[src/rtl/fetch_queue_stage.sv]
// Instruction fetch stage: owns the fetch PC, issues pipelined memory requests and
// buffers in-order responses in a DEPTH-entry queue that feeds decode.
module fetch_queue_stage #(
  parameter int unsigned     XLEN     = 32,
  parameter int unsigned     DEPTH    = 4,
  parameter logic [XLEN-1:0] RESET_PC = '0
) (
  input  logic            clk,
  input  logic            rst,
  output logic            imem_req_valid,
  output logic [XLEN-1:0] imem_req_addr,
  input  logic            imem_req_ready,
  input  logic            imem_rsp_valid,
  input  logic [31:0]     imem_rsp_data,
  input  logic            redirect_en,
  input  logic [XLEN-1:0] redirect_pc,
  input  logic            btb_hit,
  input  logic            btb_taken,
  input  logic [XLEN-1:0] btb_target,
  output logic            out_valid,
  input  logic            out_ready,
  output logic [31:0]     out_instr,
  output logic [XLEN-1:0] out_pc,
  output logic            out_pred_taken,
  output logic [XLEN-1:0] out_pred_target
);

  localparam int unsigned AW = $clog2(DEPTH);
  localparam int unsigned PW = AW + 1;
  localparam logic [PW-1:0] DEPTH_P = PW'(DEPTH);

  logic [XLEN-1:0] pc_q, pc_d;
  logic [PW-1:0]   head_q, head_d, fill_q, fill_d, tail_q, tail_d;
  logic [PW-1:0]   discard_q, discard_d;

  logic [XLEN-1:0] slot_pc_q     [DEPTH];
  logic [XLEN-1:0] slot_pc_d     [DEPTH];
  logic [XLEN-1:0] slot_target_q [DEPTH];
  logic [XLEN-1:0] slot_target_d [DEPTH];
  logic            slot_taken_q  [DEPTH];
  logic            slot_taken_d  [DEPTH];
  logic [31:0]     slot_instr_q  [DEPTH];
  logic [31:0]     slot_instr_d  [DEPTH];

  logic [PW-1:0] alloc_cnt, pend_cnt;
  logic          req_fire, pop, pred_taken;

  assign alloc_cnt  = tail_q - head_q;
  assign pend_cnt   = tail_q - fill_q;
  assign pred_taken = btb_hit && btb_taken;

  // Gated by rst so the request drops the instant reset asserts.
  assign imem_req_valid = rst && !redirect_en && (alloc_cnt < DEPTH_P);
  assign imem_req_addr  = pc_q;
  assign req_fire       = imem_req_valid && imem_req_ready;

  assign out_valid       = (fill_q != head_q);
  assign out_instr       = slot_instr_q[head_q[AW-1:0]];
  assign out_pc          = slot_pc_q[head_q[AW-1:0]];
  assign out_pred_taken  = slot_taken_q[head_q[AW-1:0]];
  assign out_pred_target = slot_target_q[head_q[AW-1:0]];
  assign pop             = out_valid && out_ready;

  always_comb begin
    pc_d          = pc_q;
    head_d        = head_q;
    fill_d        = fill_q;
    tail_d        = tail_q;
    discard_d     = discard_q;
    slot_pc_d     = slot_pc_q;
    slot_target_d = slot_target_q;
    slot_taken_d  = slot_taken_q;
    slot_instr_d  = slot_instr_q;

    if (redirect_en) begin
      // Everything still in flight becomes stale; a response landing now is one of them.
      head_d    = '0;
      fill_d    = '0;
      tail_d    = '0;
      pc_d      = redirect_pc;
      discard_d = discard_q + pend_cnt - PW'(imem_rsp_valid);
    end else begin
      if (req_fire) begin
        slot_pc_d[tail_q[AW-1:0]]     = pc_q;
        slot_taken_d[tail_q[AW-1:0]]  = pred_taken;
        slot_target_d[tail_q[AW-1:0]] = btb_target;
        tail_d = tail_q + PW'(1);
        pc_d   = pred_taken ? btb_target : pc_q + XLEN'(4);
      end
      if (imem_rsp_valid) begin
        if (discard_q != '0) begin
          discard_d = discard_q - PW'(1);
        end else begin
          slot_instr_d[fill_q[AW-1:0]] = imem_rsp_data;
          fill_d = fill_q + PW'(1);
        end
      end
      if (pop) begin
        head_d = head_q + PW'(1);
      end
    end
  end

  always_ff @(posedge clk or negedge rst) begin
    if (!rst) begin
      pc_q      <= RESET_PC;
      head_q    <= '0;
      fill_q    <= '0;
      tail_q    <= '0;
      discard_q <= '0;
      for (int unsigned i = 0; i < DEPTH; i++) begin
        slot_pc_q[i]     <= '0;
        slot_target_q[i] <= '0;
        slot_taken_q[i]  <= 1'b0;
        slot_instr_q[i]  <= '0;
      end
    end else begin
      pc_q          <= pc_d;
      head_q        <= head_d;
      fill_q        <= fill_d;
      tail_q        <= tail_d;
      discard_q     <= discard_d;
      slot_pc_q     <= slot_pc_d;
      slot_target_q <= slot_target_d;
      slot_taken_q  <= slot_taken_d;
      slot_instr_q  <= slot_instr_d;
    end
  end

endmodule

[config.mk]
export PLATFORM = sky130hd
export DESIGN_NAME = fetch_queue_stage
export DESIGN_NICKNAME = d
export VERILOG_FILES = /design/src/rtl/fetch_queue_stage.sv
export SDC_FILE = /design/constraint.sdc
export NUM_CORES = 1
export LEC_CHECK = 0
export CORE_ASPECT_RATIO = 0.9
export CORE_UTILIZATION = 35
export DETAILED_ROUTE_END_ITERATION = 16
export PLACE_DENSITY = 0.63
export SKIP_CTS_REPAIR_TIMING = 1
export SLEW_MARGIN = 30
export SYNTH_ARGS = -nofsm -noshare
export SYNTH_HDL_FRONTEND = slang
export SYNTH_SLANG_ARGS = --single-unit
[constraint.sdc]
create_clock -name clk -period 3.17 [get_ports clk]
set_clock_uncertainty 0.05 [all_clocks]
set_input_delay 0.634 -clock clk [delete_from_list [all_inputs] [get_ports clk]]
set_output_delay 0.634 -clock clk [all_outputs]
set_load 0.01 [all_outputs]
== After elaboration in Yosys (flattened, before gate mapping) ==
Cells that the tools add are included.
W data, S select, Z words.
Operators by class
  $mul: 0
  muxes and demuxes: 35
  div/mod/pow operators: 0
  equal/unequal tests: 2
  add/sub/neg operators: 9
  shift-type cells: 0
  bitwise gates (word level): 5
  $lt $le $gt $ge: 6
  reductions and logical operators: 17
Operators with widths (number)
  $bwmux W128: 3
  $mux W32: 11
  $bmux W32 S2: 3
  $demux W32 S2: 2
  $add A32 B3 Y32 const B: 1
  $mux W3: 10
  $add A3 B1 Y3 const B: 3
  $ge A3 B3 Y1 const B: 3
  $not A2 Y3: 3
  $reduce_bool A2 Y1: 4
  $logic_and A1 B1 Y1: 7
  $lt A3 B1 Y1 const B: 2
  $reduce_and A2 Y1: 3
  $sub A3 B3 Y3: 2
  $bwmux W4: 1
  $add A3 B3 Y3: 1
  $lt A3 B3 Y1 const B: 1
  $mux W1: 3
  $ne A3 B3 Y1: 1
  $reduce_and A3 Y1: 1
  $reduce_bool A3 Y1: 1
  $sub A3 B1 Y3: 1
  $sub A3 B1 Y3 const B: 1
  $bmux W1 S2: 1
  other kinds (4): 5
Storage, ports and cells
  memory bits (read-only): 0
  word-level logic and storage cells: 95
  register bits: 432
  input port bits: 104
  memories kept: 0
  output and inout port bits: 131
  bits in latches: 0
  memory bits (writable): 0

== Logic depth before layout (Yosys ltp) ==
Gate-level depths: netlist of run 1.
  depth after elaboration: 6
  mapped depth: 12
  depth with buffers taken out: 11

== Worst setup path after synthesis of run 1 ==
No wires, ideal clock.
  kind: register -> register
  start point: reg head_q[1]
  end point: reg slot_pc_q[28] in the netlist's numbering
  path buffers: 5
  setup time: 0.127 ns
  arrival: 2.995 ns
  setup slack: -0.002 ns
  stages on the path, launching flop included: 12
  cells stage by stage: dfrtp_1 > clkbuf_1 > clkbuf_1 > buf_1 > inv_1 > ha_1 > a21o_1 > mux2i_4 > nand2_2 > buf_4 > buf_4 > mux2_1
Between the ends
  cells in the longest elaborated chain, start to end: 5
Ends and longest elaborated chain
  from (decl): line 33  | logic [PW-1:0] head_q, head_d, fill_q, fill_d, tail_q, tail_d;
  from (signal assigned): line 107  | head_q <= '0;
  from (signal assigned): line 119  | head_q <= head_d;
  $sub A3 B3 Y3: line 48  | assign alloc_cnt = tail_q - head_q;
  $lt A3 B3 Y1: line 53  | assign imem_req_valid = rst && !redirect_en && (alloc_cnt < DEPTH_P);
  $logic_and A1 B1 Y1: line 53
  $logic_and A1 B1 Y1: line 55  | assign req_fire = imem_req_valid && imem_req_ready;
  $reduce_and A2 Y1 (no source line)
  to (signal assigned): line 123  | slot_pc_q <= slot_pc_d;
  to (decl): line 36  | logic [XLEN-1:0] slot_pc_q [DEPTH];
Every way passes these cells.
A chain may end at the register's enable or synchronous reset.

== Worst setup path after layout of run 1 ==
  start point: reg head_q[0]
  end point: out out_instr[0]
Between the ends
  cells in the longest elaborated chain, start to end: 4
Ends and longest elaborated chain
  $not A2 Y3 (implied by the code): line 58  | assign out_instr = slot_instr_q[head_q[AW-1:0]];
  $bmux W32 S2: line 58
  $mux W32 (implied by the code) (2 in series): line 58
  to (decl): line 22  | output logic [31:0] out_instr,
Every way passes these cells. The select of a mux whose other input is x is not followed.

==> metrics.txt, run 1 <==
# TYPE chip_impl_metric gauge
chip_impl_metric{name="synth_cell_types",unit=""} 57
chip_impl_metric{name="design.final.nets",unit=""} 1736
chip_impl_metric{name="swShare",unit=""} 0.287
chip_impl_metric{name="postSynthCellCount",unit=""} 1374
chip_impl_metric{name="port_buffers",unit=""} 234
chip_impl_metric{name="grt.met1_usage",unit=""} 0.263
chip_impl_metric{name="clk_path_buf_depth",unit=""} 3
chip_impl_metric{name="number_of_design_rule_violations_left_after_detail_routing",unit=""} 0
chip_impl_metric{name="viasPerCell",unit=""} 5.24
chip_impl_info{name="crit_path_start_kind",value="flip-flop"} 1
chip_impl_metric{name="ys_seq_area_frac",unit=""} 0.543
chip_impl_info{name="run_status",value="completed"} 1
chip_impl_metric{name="ys_async_sr_fraction",unit=""} 1.00
chip_impl_metric{name="p_sw",unit="mW"} 5.56
chip_impl_metric{name="worstPathMaxFanout",unit=""} 29
chip_impl_metric{name="num_rows",unit=""} 82
chip_impl_metric{name="layout-area-overhead-vs-synth",unit="%"} 27.0
chip_impl_info{name="post_synth_most_frequent_cells",value="sky130_fd_sc_hd__dfrtp_1 (432), sky130_fd_sc_hd__mux2_2 (326), sky130_fd_sc_hd__mux4_2 (97)"} 1
chip_impl_metric{name="layout_worst_path_cycle_share",unit=""} 0.982
chip_impl_metric{name="grt.met2_usage",unit=""} 0.283
chip_impl_metric{name="cts_max_level",unit=""} 2
chip_impl_info{name="cp-end-kind",value="output port"} 1
chip_impl_metric{name="routedWlPerCell",unit="microns"} 22.6
chip_impl_metric{name="cp.buffers_inverters",unit=""} 2
chip_impl_metric{name="count_of_maximum_capacitance_violations",unit=""} 0
chip_impl_metric{name="hpwl",unit="mm"} 35.0
chip_impl_info{name="main_flop_type_after_synthesis",value="sky130_fd_sc_hd__dfrtp_1"} 1
chip_impl_metric{name="floorplan.die.height",unit="microns"} 228
chip_impl_metric{name="first_pass_grt_wire_length",unit="mm"} 82.5
chip_impl_metric{name="netlist_area",unit="sq um"} 19900
chip_impl_metric{name="intPower",unit="mW"} 13.8
chip_impl_metric{name="power.share.combinational",unit=""} 0.319
chip_impl_metric{name="die_w",unit="microns"} 253
chip_impl_metric{name="pwr-share-seq",unit=""} 0.384
chip_impl_metric{name="synth_top_area_frac",unit=""} 0.543
chip_impl_info{name="cp_cell_sequence",value="buf_12, mux4_2, clkdlybuf4s50_1"} 1
chip_impl_info{name="top_count_cell_post_synth",value="sky130_fd_sc_hd__dfrtp_1"} 1
chip_impl_metric{name="synth-edff-count",unit=""} 0
chip_impl_metric{name="grt_usage",unit=""} 0.187
chip_impl_metric{name="worstPathArrival",unit="ps"} 2430
chip_impl_metric{name="cp_slowest_stage_delay",unit="ps"} 550
chip_impl_metric{name="ios",unit=""} 235
chip_impl_metric{name="timing_worst_slew_pin_value",unit="ps"} 903
chip_impl_metric{name="pwr_density",unit="nW/um^2"} 767
chip_impl_metric{name="vias",unit=""} 12600
chip_impl_metric{name="syn-mean-instance-area",unit="sq um"} 14.5
chip_impl_info{name="gr-max-usage-layer",value="met2"} 1
chip_impl_metric{name="initial_core_util",unit=""} 0.356
chip_impl_metric{name="router_iterations_before_antenna_repair",unit=""} 5
chip_impl_metric{name="antenna_left",unit=""} 0
chip_impl_metric{name="ff_latch_area",unit="sq um"} 10800
chip_impl_info{name="timing_worst_setup_path_type",value="reg -> out"} 1
chip_impl_info{name="ctsRootBufferMaster",value="sky130_fd_sc_hd__clkbuf_16"} 1
chip_impl_metric{name="gr-usage-met3",unit=""} 0.0475
chip_impl_metric{name="postSynthRegisterBits",unit=""} 432
chip_impl_metric{name="worst_slew_margin_rel",unit=""} 0.398
chip_impl_metric{name="yosys_warnings",unit=""} 0
chip_impl_metric{name="min_clock_period_post_route",unit="ps"} 3110
chip_impl_metric{name="crit_required",unit="ps"} 2490
chip_impl_metric{name="multi_input_comb_area",unit="sq um"} 8610
chip_impl_metric{name="grt_start_max_net_pins",unit=""} 163
chip_impl_metric{name="cts-buffers-inserted",unit=""} 48
chip_impl_metric{name="grt-ovfl-total",unit=""} 0
chip_impl_metric{name="place_inst",unit=""} 2311
chip_impl_metric{name="p_leak",unit="nW"} 11.8
chip_impl_metric{name="die_area",unit="sq um"} 57800
chip_impl_info{name="timing.critical_path.slowest_stage_cell",value="sky130_fd_sc_hd__mux4_2"} 1
chip_impl_metric{name="final_cells",unit=""} 2408
chip_impl_metric{name="timing_max_transition_violations_final",unit=""} 0
chip_impl_info{name="ys_top_cells_by_area",value="sky130_fd_sc_hd__dfrtp_1 (54%), sky130_fd_sc_hd__mux2_2 (18%), sky130_fd_sc_hd__mux4_2 (11%), sky130_fd_sc_hd__mux2_1 (2.9%), sky130_fd_sc_hd__o21ai_0 (1.4%)"} 1
chip_impl_metric{name="clkPwrFrac",unit=""} 0.297
chip_impl_metric{name="globalplace.congestion",unit=""} 0.798
chip_impl_info{name="tritoncts_clock_tree",value="done"} 1
chip_impl_metric{name="vias_in_the_first_global_route",unit=""} 13300
chip_impl_metric{name="cts.reportedPaths.clkPinSlew",unit="ps"} 60
chip_impl_metric{name="grt_antenna_before_repair",unit=""} 12
chip_impl_metric{name="ir_drop",unit="V"} 0.000428
chip_impl_info{name="min-delay-path-class",value="in -> async"} 1
chip_impl_metric{name="fmax",unit="MHz"} 321
chip_impl_metric{name="clock-sinks",unit=""} 432
chip_impl_info{name="critPathTopFamily",value="buffers and inverters"} 1
chip_impl_metric{name="synth.net_count",unit=""} 1496
chip_impl_metric{name="finish.instance_area",unit="sq um"} 25300
chip_impl_metric{name="proportion_of_layout_cells_with_a_drive_suffix_above_1",unit=""} 0.345
chip_impl_metric{name="fin_hold_ws",unit="ps"} 115
chip_impl_metric{name="report.final.hold_viol_count",unit=""} 0
chip_impl_info{name="yosysTopAreaCell",value="sky130_fd_sc_hd__dfrtp_1"} 1
chip_impl_metric{name="timing.final.setup_violations",unit=""} 0
chip_impl_metric{name="postRouteWirelength",unit="mm"} 54.5
chip_impl_info{name="rsz0062_at_grt",value="true"} 1
chip_impl_metric{name="n_fill_cell",unit=""} 4960
chip_impl_metric{name="drtIter0Drc",unit=""} 655
chip_impl_metric{name="design.core.area",unit="sq um"} 55900
chip_impl_metric{name="pwr_total",unit="mW"} 19.4
chip_impl_metric{name="postPlaceCellArea",unit="sq um"} 23300
chip_impl_metric{name="clk_latency",unit="ps"} 600
[layer usage]
metal | share of wire | vias to the layer above
met4 | 0.027 | 10
li1 | - | 5548
met2 | 0.45 | 292
met5 | 0.0013 | -
met3 | 0.057 | 100
met1 | 0.46 | 6675
[path summary, 6_finish.rpt]
| path | startpoint | slack [ps] | end | cells past startpoint |
|---|---|---|---|---|
| setup / recovery | head_q[0] | 60 | out_instr[0] | 3 |
| hold / removal | rst | 120 | imem_req_addr[9] | 2 |
| setup reg to reg | fill_q[0] | 220 | discard_q[2] | 11 |
| hold reg to reg | slot_pc_q[23] | 430 | slot_pc_q[23] | 2 |
| max in group asynchronous | rst | 1530 | slot_instr_q[7] | 4 |
| min in group clk | slot_pc_q[23] | 430 | slot_pc_q[23] | 2 |
[worst register-to-register path, cell delays in order (launching register included)]
cell and delay [ps]:
sky130_fd_sc_hd__dfrtp_1 410, sky130_fd_sc_hd__inv_1 130, sky130_fd_sc_hd__fa_1 520, sky130_fd_sc_hd__inv_1 50, sky130_fd_sc_hd__fa_1 480, sky130_fd_sc_hd__inv_1 50, sky130_fd_sc_hd__ha_1 180, sky130_fd_sc_hd__fa_1 380
sky130_fd_sc_hd__xnor2_1 200, sky130_fd_sc_hd__xnor2_1 130, sky130_fd_sc_hd__a21oi_1 90, sky130_fd_sc_hd__xnor2_1 150
[layout make-up]
type,count,share of cell area
Antenna cell,2,0.000198
Clock buffer,68,0.0541
Clock inverter,18,0.0100
Inverter,16,0.00238
Multi-Input combinational cell,825,0.341
Sequential cell,432,0.428
Tap cell,756,0.0374
Timing Repair Buffer,291,0.127
[registers in the layout, summed over array words and instances, names as in the netlist]
| name | cells |
|---|---|
| slot_pc_q | 128 |
| imem_req_addr | 32 |
| discard_q | 3 |
| slot_taken_q | 4 |
| head_q | 3 |
| slot_instr_q | 128 |
| slot_target_q | 128 |
| tail_q | 3 |
| fill_q | 3 |
[logic make-up after synthesis]
kind of cell,Yosys count,synth area share
AND/OR/NAND/NOR,172,0.0411
multiplexers,479,0.326
AO/OA/AOI/OAI,127,0.0380
buffers and inverters,117,0.0257
flip-flops,432,0.543
adder cells (fa/ha/maj),18,0.0128
XOR/XNOR,29,0.0128
[cell usage in the layout, fill, tap and decap left out, types with 3 or more instances in the layout]
master	instances
sky130_fd_sc_hd__a211oi_1	5
sky130_fd_sc_hd__a21oi_1	30
sky130_fd_sc_hd__a2bb2oi_1	3
sky130_fd_sc_hd__a31oi_1	6
sky130_fd_sc_hd__and3_1	11
sky130_fd_sc_hd__and4_1	3
sky130_fd_sc_hd__buf_12	13
sky130_fd_sc_hd__buf_16	4
sky130_fd_sc_hd__buf_4	35
sky130_fd_sc_hd__bufinv_16	5
sky130_fd_sc_hd__clkbuf_1	11
sky130_fd_sc_hd__clkbuf_16	51
sky130_fd_sc_hd__clkbuf_8	9
sky130_fd_sc_hd__clkdlybuf4s50_1	178
sky130_fd_sc_hd__clkinv_2	8
sky130_fd_sc_hd__dfrtp_1	430
sky130_fd_sc_hd__dlymetal6s2s_1	54
sky130_fd_sc_hd__fa_1	4
sky130_fd_sc_hd__ha_1	14
sky130_fd_sc_hd__inv_1	16
sky130_fd_sc_hd__inv_6	3
sky130_fd_sc_hd__mux2_1	51
sky130_fd_sc_hd__mux2_2	326
sky130_fd_sc_hd__mux2i_1	3
sky130_fd_sc_hd__mux4_2	97
sky130_fd_sc_hd__nand2_1	72
sky130_fd_sc_hd__nand2_4	4
sky130_fd_sc_hd__nand3_1	15
sky130_fd_sc_hd__nand4_1	10
sky130_fd_sc_hd__nor2_1	40
sky130_fd_sc_hd__o21ai_0	57
sky130_fd_sc_hd__o2bb2ai_1	4
sky130_fd_sc_hd__xnor2_1	21
sky130_fd_sc_hd__xor2_1	8
[through the flow]
step / setup WS [ps] / util / TNS, ps
after floorplan: 115 / - / 0
after global placement: -423 / 0.417 / -495
after detailed placement: -461 / 0.417 / -541
after CTS: -169 / 0.446 / -9810
after global routing: -28.6 / 0.452 / -112
final: 58.0 / 0.452 / 0
[power by group through the flow]
stage	clock network, mW	logic, mW	registers [mW]
CTS	5.91	6.25	7.44
global placement	0	6.14	7.45
floorplan	0	3.43	7.27
detailed placement	0	6.21	7.54
finish	5.75	6.18	7.45
global route	6.13	6.63	7.60
Note: power is estimated with default switching activity, not from simulation.
==> run 2: changes to the inputs <==
--- a/config.mk
+++ b/config.mk
@@ -5,7 +5,7 @@
 export SDC_FILE = /design/constraint.sdc
 export NUM_CORES = 1
 export LEC_CHECK = 0
-export CORE_ASPECT_RATIO = 0.9
+export CORE_ASPECT_RATIO = 1.5
 export CORE_UTILIZATION = 35
 export DETAILED_ROUTE_END_ITERATION = 16
 export PLACE_DENSITY = 0.63
==> run 2 against run 1 <==
  * Global-route usage is essentially flat
  * Fmax grew 1.1%
  * Design area shrank 0.30%
  * Worst hold slack gained 320 ps
  * Clock power shrank 9.4%
  * Register-to-register slack gained 20 ps
  * Routed wire length shrank 0.66%
  * First-iteration DRC count shrank 32%
  * Utilization shrank 0.18 points
  * Largest cell class unchanged
  * Largest power group unchanged
==> metrics.txt, run 2 (same netlist as run 1, synthesis figures left out) <==
# TYPE chip_impl_metric gauge
chip_impl_metric{name="vias",unit=""} 12600
chip_impl_metric{name="floorplan.die.height",unit="microns"} 294
chip_impl_metric{name="proportion_of_layout_cells_with_a_drive_suffix_above_1",unit=""} 0.344
chip_impl_info{name="timing_worst_setup_path_type",value="reg -> out"} 1
chip_impl_metric{name="finish.instance_area",unit="sq um"} 25200
chip_impl_metric{name="cts-buffers-inserted",unit=""} 44
chip_impl_metric{name="design.final.nets",unit=""} 1740
chip_impl_info{name="cp_cell_sequence",value="buf_6, buf_16, mux4_2, clkdlybuf4s50_1"} 1
chip_impl_info{name="cp-end-kind",value="output port"} 1
chip_impl_metric{name="n_antenna_cell",unit=""} 0
chip_impl_metric{name="worstPathMaxFanout",unit=""} 12
chip_impl_info{name="crit_path_start_kind",value="flip-flop"} 1
chip_impl_metric{name="grt.met2_usage",unit=""} 0.325
chip_impl_metric{name="timing.final.setup_violations",unit=""} 0
chip_impl_metric{name="power.share.combinational",unit=""} 0.332
chip_impl_metric{name="pwr_total",unit="mW"} 18.9
chip_impl_metric{name="intPower",unit="mW"} 13.5
chip_impl_metric{name="fmax",unit="MHz"} 325
chip_impl_metric{name="layout-area-overhead-vs-synth",unit="%"} 26.6
chip_impl_metric{name="cp_slowest_stage_delay",unit="ps"} 540
chip_impl_metric{name="clk_path_buf_depth",unit=""} 3
chip_impl_metric{name="timing_max_transition_violations_final",unit=""} 0
chip_impl_metric{name="die_area",unit="sq um"} 57800
chip_impl_metric{name="die_w",unit="microns"} 197
chip_impl_metric{name="gr-usage-met3",unit=""} 0.0453
chip_impl_metric{name="worst_slew_margin_rel",unit=""} 0.447
chip_impl_metric{name="postPlaceCellArea",unit="sq um"} 23300
chip_impl_metric{name="cp.buffers_inverters",unit=""} 3
chip_impl_metric{name="viasPerCell",unit=""} 5.26
chip_impl_metric{name="clkPwrFrac",unit=""} 0.276
chip_impl_metric{name="globalplace.congestion",unit=""} 0.824
chip_impl_metric{name="hpwl",unit="mm"} 34.7
chip_impl_metric{name="worstPathArrival",unit="ps"} 2390
chip_impl_metric{name="pwr_density",unit="nW/um^2"} 750
chip_impl_metric{name="grt.met1_usage",unit=""} 0.228
chip_impl_metric{name="postRouteWirelength",unit="mm"} 54.1
chip_impl_metric{name="grt_antenna_before_repair",unit=""} 6
chip_impl_metric{name="cts.reportedPaths.clkPinSlew",unit="ps"} 70
chip_impl_metric{name="min_clock_period_post_route",unit="ps"} 3080
chip_impl_info{name="leading_cell_type_in_the_layout_fill_and_taps_excluded",value="sky130_fd_sc_hd__dfrtp_1"} 1
chip_impl_metric{name="routedWlPerCell",unit="microns"} 22.5
chip_impl_metric{name="layout_worst_path_cycle_share",unit=""} 0.971
chip_impl_info{name="run_status",value="completed"} 1
chip_impl_metric{name="initial_core_util",unit=""} 0.356
chip_impl_metric{name="swShare",unit=""} 0.286
chip_impl_metric{name="crit_required",unit="ps"} 2490
chip_impl_metric{name="clk_latency",unit="ps"} 580
chip_impl_metric{name="final_cells",unit=""} 2406
chip_impl_metric{name="design.core.area",unit="sq um"} 56000
chip_impl_metric{name="first_pass_grt_wire_length",unit="mm"} 82.2
chip_impl_metric{name="drtIter0Drc",unit=""} 448
chip_impl_info{name="rsz0062_at_grt",value="false"} 1
chip_impl_metric{name="antenna_left",unit=""} 0
chip_impl_info{name="gr-max-usage-layer",value="met2"} 1
chip_impl_info{name="ctsRootBufferMaster",value="sky130_fd_sc_hd__clkbuf_16"} 1
chip_impl_metric{name="count_of_maximum_capacitance_violations",unit=""} 0
chip_impl_metric{name="timing_worst_slew_pin_value",unit="ps"} 830
chip_impl_info{name="critPathTopFamily",value="buffers and inverters"} 1
chip_impl_info{name="timing.rr.start",value="fill_q[0]"} 1
chip_impl_metric{name="grt_start_max_net_pins",unit=""} 170
chip_impl_info{name="hold_start",value="slot_pc_q[115]"} 1
chip_impl_metric{name="ios",unit=""} 235
chip_impl_info{name="tritoncts_clock_tree",value="done"} 1
chip_impl_metric{name="vias_in_the_first_global_route",unit=""} 13700
chip_impl_metric{name="final_core_util",unit=""} 0.450
chip_impl_info{name="min-delay-path-class",value="reg -> reg"} 1
chip_impl_metric{name="ir_drop",unit="V"} 0.000467
chip_impl_metric{name="cts_max_level",unit=""} 2
chip_impl_metric{name="p_leak",unit="nW"} 11.8
chip_impl_metric{name="place_inst",unit=""} 2311
chip_impl_metric{name="num_rows",unit=""} 106
chip_impl_metric{name="pwr-share-seq",unit=""} 0.393
chip_impl_metric{name="clock-sinks",unit=""} 432
chip_impl_info{name="layout_common_cells",value="sky130_fd_sc_hd__dfrtp_1 (430), sky130_fd_sc_hd__mux2_2 (326), sky130_fd_sc_hd__clkdlybuf4s50_1 (174), sky130_fd_sc_hd__mux4_2 (97), sky130_fd_sc_hd__nand2_1 (72)"} 1
chip_impl_metric{name="router_iterations_before_antenna_repair",unit=""} 4
chip_impl_metric{name="report.final.hold_viol_count",unit=""} 0
chip_impl_info{name="largestRegisters",value="slot_instr_q (128), slot_pc_q (128), slot_target_q (128)"} 1
chip_impl_metric{name="grt-ovfl-total",unit=""} 0
chip_impl_metric{name="port_buffers",unit=""} 234
chip_impl_metric{name="number_of_design_rule_violations_left_after_detail_routing",unit=""} 0
chip_impl_info{name="timing.critical_path.slowest_stage_cell",value="sky130_fd_sc_hd__mux4_2"} 1
chip_impl_info{name="startpoint",value="head_q[0]"} 1
chip_impl_metric{name="p_sw",unit="mW"} 5.39
chip_impl_metric{name="grt_usage",unit=""} 0.188
run 2: changes by cell type in the layout (fill, tap and decap cells not counted), moves of 2 or more:
cell	before	now
sky130_fd_sc_hd__buf_4	35	39
sky130_fd_sc_hd__buf_12	13	11
sky130_fd_sc_hd__clkdlybuf4s50_1	178	174
sky130_fd_sc_hd__clkbuf_16	51	49
sky130_fd_sc_hd__clkbuf_8	9	5
sky130_fd_sc_hd__buf_16	4	6
sky130_fd_sc_hd__dlymetal6s2s_1	54	58
sky130_fd_sc_hd__inv_6	3	1
sky130_fd_sc_hd__diode_2	2	0
sky130_fd_sc_hd__clkbuf_1	11	14
run 2: through the flow:
| step | setup TNS [ps] | hold WS, ps | worst slack (ps) |
|---|---|---|---|
| 2_1_floorplan | 0 | 288 | 115 |
| 3_3_place_gp | -475 | 407 | -417 |
| 3_5_place_dp | -535 | 421 | -466 |
| 4_1_cts | -9790 | -170 | -161 |
| 5_1_grt | 0 | 456 | 1.92 |
| 6_report | 0 | 432 | 92.4 |
run 2: layout make-up:
| cell class | count | area [sq um] |
|---|---|---|
| clock buffer | 63 | 1220 |
| inverter | 16 | 60.1 |
| timing repair buffer | 299 | 3330 |
| clock inverter | 15 | 193 |
| multi-input combinational | 825 | 8620 |
| fill | 5098 | 30800 |
| sequential | 432 | 10800 |
| tap | 756 | 946 |
run 2: path summary, 6_finish.rpt:
kind / end / slack, ps / depth (start not counted)
worst max-delay path: out_pc[21] / 90 / 4
max in group asynchronous: slot_target_q[31] / 860 / 5
worst min register to register: slot_pc_q[115] / 430 / 2
worst min-delay path: slot_pc_q[115] / 430 / 2
worst max register to register: discard_q[2] / 240 / 11
min in group asynchronous: tail_q[0] / 510 / 2
run 2: routing by layer:
metal / share of wire / wire (microns) / up-vias
li1: - / - / 5548
met1: 0.41 / 22100 / 6682
met3: 0.056 / 3060 / 94
met2: 0.50 / 27300 / 309
met4: 0.029 / 1560 / 12
met5: 0.0013 / 69 / -
run 2: power by group through the flow:
stage / combinational [mW] / sequential [mW] / clock (mW)
finish: 6.26 / 7.41 / 5.21
global placement: 6.14 / 7.42 / 0
floorplan: 3.43 / 7.27 / 0
CTS: 6.26 / 7.43 / 5.41
detailed placement: 6.23 / 7.53 / 0
global route: 6.74 / 7.57 / 5.61
run 2: worst register-to-register path, cell delays in order, from the launching register on:
cell,delay [ps]
sky130_fd_sc_hd__dfrtp_1,400
sky130_fd_sc_hd__inv_1,130
sky130_fd_sc_hd__fa_1,520
sky130_fd_sc_hd__inv_1,50
sky130_fd_sc_hd__fa_1,480
sky130_fd_sc_hd__inv_1,50
sky130_fd_sc_hd__ha_1,190
sky130_fd_sc_hd__fa_2,360
sky130_fd_sc_hd__xnor2_2,180
sky130_fd_sc_hd__xnor2_1,140
sky130_fd_sc_hd__a21oi_1,100
sky130_fd_sc_hd__xnor2_1,140
